File: src/rtl/pc_target_pkg.sv
// Shared processor constants for the branch/jump target path.
package pc_target_pkg;

    localparam int unsigned XLEN_DEFAULT = 32;
    localparam logic [1:0]  ALIGN_MASK   = 2'b00;

endpackage

File: src/rtl/pc_target_reg.sv
// Capture register for the computed target; reset takes priority over capture.
module pc_target_reg #(
    parameter int unsigned XLEN = 32
) (
    input  logic            clk,
    input  logic            reset,
    input  logic            capture,
    input  logic [XLEN-1:0] targetD,
    output logic [XLEN-1:0] pcTargetQ,
    output logic            validQ
);

    always_ff @(posedge clk) begin
        if (reset) begin
            pcTargetQ <= '0;
            validQ    <= 1'b0;
        end else if (capture) begin
            pcTargetQ <= targetD;
            validQ    <= 1'b1;
        end
    end

endmodule

File: src/rtl/pc_target.sv
// Branch/JAL/JALR target adder with carry and alignment flags plus an optional registered copy.
module pc_target
    import pc_target_pkg::*;
#(
    parameter int unsigned XLEN        = XLEN_DEFAULT,
    parameter bit          ALIGN_CHECK = 1'b1
) (
    input  logic            clk,
    input  logic            reset,
    input  logic [XLEN-1:0] pc,
    input  logic [XLEN-1:0] immExt,
    input  logic [XLEN-1:0] rs1,
    input  logic            jalrSel,
    input  logic            capture,
    output logic [XLEN-1:0] pcTarget,
    output logic            carry,
    output logic            misaligned,
    output logic [XLEN-1:0] pcTargetQ,
    output logic            validQ
);

    logic [XLEN-1:0] base;
    logic [XLEN:0]   sumWide;

    // Explicit mux keeps an undriven rs1 from leaking X when jalrSel is low.
    always_comb begin
        base = pc;
        if (jalrSel) begin
            base = rs1;
        end
    end

    assign sumWide  = {1'b0, base} + {1'b0, immExt};
    assign carry    = sumWide[XLEN];
    assign pcTarget = {sumWide[XLEN-1:1], sumWide[0] & ~jalrSel};

    generate
        if (ALIGN_CHECK) begin : gAlign
            assign misaligned = (pcTarget[1:0] != ALIGN_MASK);
        end else begin : gNoAlign
            assign misaligned = 1'b0;
        end
    endgenerate

    pc_target_reg #(
        .XLEN(XLEN)
    ) uReg (
        .clk      (clk),
        .reset    (reset),
        .capture  (capture),
        .targetD  (pcTarget),
        .pcTargetQ(pcTargetQ),
        .validQ   (validQ)
    );

endmodule

File: config.mk
export PLATFORM = sky130hd
export DESIGN_NAME = pc_target
export DESIGN_NICKNAME = d
export VERILOG_FILES = /design/src/rtl/pc_target_pkg.sv /design/src/rtl/pc_target_reg.sv /design/src/rtl/pc_target.sv
export SDC_FILE = /design/constraint.sdc
export NUM_CORES = 1
export LEC_CHECK = 0
export CORE_MARGIN = 2
export CORE_UTILIZATION = 45
export CTS_CLUSTER_DIAMETER = 200
export DETAILED_ROUTE_END_ITERATION = 10
export GPL_TIMING_DRIVEN = 1
export PLACE_DENSITY_LB_ADDON = 0.08
export SLEW_MARGIN = 40
export SYNTH_ARGS = -nofsm -noshare
export SYNTH_HDL_FRONTEND = slang
export SYNTH_HIERARCHICAL = 1
export SYNTH_SLANG_ARGS = --single-unit
File: constraint.sdc
create_clock -name clk -period 7.35 [get_ports clk]
set_clock_uncertainty 0.05 [all_clocks]
set_input_delay 0.735 -clock clk [delete_from_list [all_inputs] [get_ports clk]]
set_output_delay 0.735 -clock clk [all_outputs]
set_load 0.05 [all_outputs]
==> flow_metrics.tcl <==
set metrics [dict create \
    wire_per_inst_um 15.33 \
    postSynth.asyncResetShare_pct 0 \
    p_comb_share_pct 68.1 \
    syn-mean-instance-area_um2 8.501 \
    leakagePower_nw 2.116 \
    proportion_of_layout_cells_with_a_drive_suffix_above_1_pct 10.07 \
    synthDistinctLibCells 50 \
    cp.required_ns 6.57 \
    input_output_buffers 166 \
    worstSetupStartpointType "input port" \
    syn_area_mm2 0.003383 \
    dp.final_hpwl_mm 7.878 \
    cts_tree "yes" \
    power_switching_share_pct 50.04 \
    initial_utilization_pct 46.64 \
    ys.flop_type "sky130_fd_sc_hd__dfxtp_1" \
    detailedPlace.worstSlack_ns 1.467 \
    final_wtd_congestion 0.8980 \
    headroom_to_the_max_slew_limit_pct 61.40 \
    netlist.area_leader.share_pct 19.53 \
    crit_type "input port to primary output" \
    min_path_cells 2 \
    edff_count_synth 0 \
    largest_area_contributor_in_the_synthesized_netlist "sky130_fd_sc_hd__dfxtp_1" \
    fin_area_mm2 0.005091 \
    ant_nets 0 \
    period_needed_ns 5.871 \
    ctsHtreeMaxLevel 2 \
    clock_power_share_pct 12.5 \
    die_h_um 90.71 \
    critical_path_peak_fanout 25 \
    synth_seq_area_share_pct 19.53 \
    clock_transition_at_the_registers_of_the_reported_paths_ns 0.07 \
    cts_hold_buf 0 \
    ys_seq_elements 33 \
    worst_hold_startpoint "uReg/validQ$_SDFFE_PP0P_" \
    dp.cells 637 \
    reg2reg_to "uReg/pcTargetQ[16]$_SDFFE_PP0P_" \
    period_share_pct 79.88 \
    cts_buffer_depth 2 \
    tritoncts.num_buffers 5 \
    timing.hold.worst_endpoint "uReg/validQ$_SDFFE_PP0P_" \
    cts_post_setup_buffers_inserted 0 \
    clk_latency_ns 0.28 \
    num_vias 3500 \
    sinks_on_the_clock_net 33 \
    rsz_0062_raised_after_global_routing "false" \
    vias_per_cell 5.426 \
    ports 167 \
    fin_cells 645 \
    timing.final.ws_setup_ns 1.479 \
    initialDrtViolationCount 107 \
    finish.net_count 678 \
    register_share_of_total_power_pct 19.4 \
    holdWs_ns 0.4237 \
    drt_first_pass_iters 4 \
    initial_antenna_violation_count 0 \
    leading_cell_types_by_total_area_after_synthesis "sky130_fd_sc_hd__dfxtp_1, sky130_fd_sc_hd__ha_1, sky130_fd_sc_hd__mux2_2, sky130_fd_sc_hd__mux2i_1, sky130_fd_sc_hd__nor2_1" \
    grt_start_max_net_pins 34 \
    r2r.worst_path.cells 2 \
    syn_nets 531 \
    dieArea_mm2 0.008228 \
    fmax_mhz 170.3 \
    chipWidth_um 90.71 \
    routed_wl_mm 9.890 \
    top_layer_used "met4" \
    cts-root-buf "sky130_fd_sc_hd__clkbuf_8" \
    route.detailed.drc 0 \
    antenna_cells 0 \
    post_synth_inst_count 398 \
    wl_met1_mm 4.183 \
    irDropWorstVdd_uv 128.0 \
    register_to_register_setup_slack_ns 6.64 \
    area.growth.synth_to_final_pct 50.48 \
    yosysWarnings 6 \
    grt_pass1_vias 3435 \
    worst_setup_path_end_kind "primary output" \
    total_routing_resource_utilization_after_global_routing_pct 23.07 \
    internal_power_component_uw 554.3 \
    final_core_utilization_pct 70.19 \
    grt_pass1_wl_mm 15.81 \
    power_density_mw_per_mm2 217.9 \
    finalSetupTns_ns 0 \
    mostFrequentLayoutCell "sky130_fd_sc_hd__clkdlybuf4s50_1" \
    layout.cells.most_common_list "sky130_fd_sc_hd__clkdlybuf4s50_1, sky130_fd_sc_hd__nor2_1, sky130_fd_sc_hd__mux2_2, sky130_fd_sc_hd__dfxtp_1" \
    holdCritPathClass "flop to flop" \
    post-layout-total-power_mw 1.109 \
    tightestPinTransition_ns 0.5790 \
    globalRoute.totalOverflow 0 \
    core_region_area_mm2 0.007253 \
    drv_slew 0 \
    rows 31 \
    detailroute.wirelength.met3_um 644 \
    timing.max_cap.violations 0 \
    timing_hold_violations_final 0 \
    total_switching_power_uw 555.1 \
    setup-violations-final 0 \
    post_cts_resized 0 \
    data_arrival_at_the_endpoint_of_the_critical_path_ns 5.09 \
    wl_met2_mm 4.966 \
    post_dp_cell_area_mm2 0.005009 \
    timing.rr.start "uReg/pcTargetQ[16]$_SDFFE_PP0P_" \
    run_status "finished, final reports clean" \
]
## layout make-up
| class | instances | area (um2) |
|---|---|---|
| multi-input cells | 330 | 2524 |
| flip-flops and latches | 33 | 660.6 |
| fillers | 605 | 2162 |
| clock buffers | 6 | 72.57 |
| clock inverters | 2 | 10.01 |
| repair buffers | 168 | 1674 |
| inverters | 7 | 26.28 |
| well taps | 99 | 123.9 |
## worst max-delay path, stage by stage
cell and delay, ns:
sky130_fd_sc_hd__clkdlybuf4s50_1 0.73, sky130_fd_sc_hd__buf_4 0.40, sky130_fd_sc_hd__mux2_2 0.38, sky130_fd_sc_hd__ha_1 0.35, sky130_fd_sc_hd__a21o_1 0.21, sky130_fd_sc_hd__a21oi_2 0.19, sky130_fd_sc_hd__a2111oi_2 0.10, sky130_fd_sc_hd__o311a_1 0.40
sky130_fd_sc_hd__o32ai_2 0.35, sky130_fd_sc_hd__o21ai_1 0.12, sky130_fd_sc_hd__xnor2_1 0.25, sky130_fd_sc_hd__clkdlybuf4s50_1 0.87
## kinds of logic (layout without fill, tap and decap cells)
logic type | count (synthesis) | in the layout | share of synthesized area (%)
adder cells (fa/ha/maj) | 33 | 33 | 12.43
flip-flops | 33 | 33 | 19.53
AND/OR/NAND/NOR | 106 | 106 | 14.53
buffers and inverters | 35 | 183 | 5.880
AO/OA/AOI/OAI | 98 | 98 | 19.93
XOR/XNOR | 28 | 28 | 7.249
multiplexers | 65 | 65 | 20.45
## state kept, by name (all words and copies together), names as in the netlist
register and flops:
uReg/validQ 1, uReg/pcTargetQ 32
## per-layer routing
metal	vias to the layer above	global-route usage (%)
met5	-	0
met4	0	5.000
met3	7	5.426
met2	122	41.73
met1	1618	27.57
li1	1753	-
## power groups by stage
stage / clock network (mW) / logic, mW / registers, mW
final: 0.139 / 0.756 / 0.215
after CTS: 0.145 / 0.758 / 0.215
after global placement: 0 / 0.748 / 0.218
after global routing: 0.150 / 0.797 / 0.218
after floorplan: 0 / 0.429 / 0.301
after detailed placement: 0 / 0.754 / 0.219
## synth_stat cells (all sizes together), types with 2 or more instances
cell / n
nor2b: 5
xnor2: 15
nand3: 9
mux2i: 32
o31ai: 2
dfxtp: 33
a31oi: 7
buf: 8
o21ai: 22
nor4: 2
o211ai: 5
clkbuf: 20
o21a: 3
a21oi: 29
nand4: 8
xor2: 13
a2111oi: 3
o21bai: 2
nand2b: 2
nand2: 21
nor3: 6
nor2: 47
ha: 32
o221ai: 2
o31a: 2
a211oi: 2
a21o: 12
inv: 7
mux2: 33
## worst max path at each step
stage | start | endpoint | slack [ns] | depth (start not counted)
2_1_floorplan | jalrSel | pcTarget[27] | 2.50 | 11
3_3_place_gp | jalrSel | pcTarget[27] | 1.60 | 12
3_5_place_dp | jalrSel | pcTarget[27] | 1.47 | 12
4_1_cts | jalrSel | pcTarget[27] | 1.47 | 12
5_1_grt | jalrSel | pcTarget[24] | 1.24 | 12
6_report | jalrSel | pcTarget[27] | 1.48 | 12
Note: power is estimated with default switching activity, not from simulation.
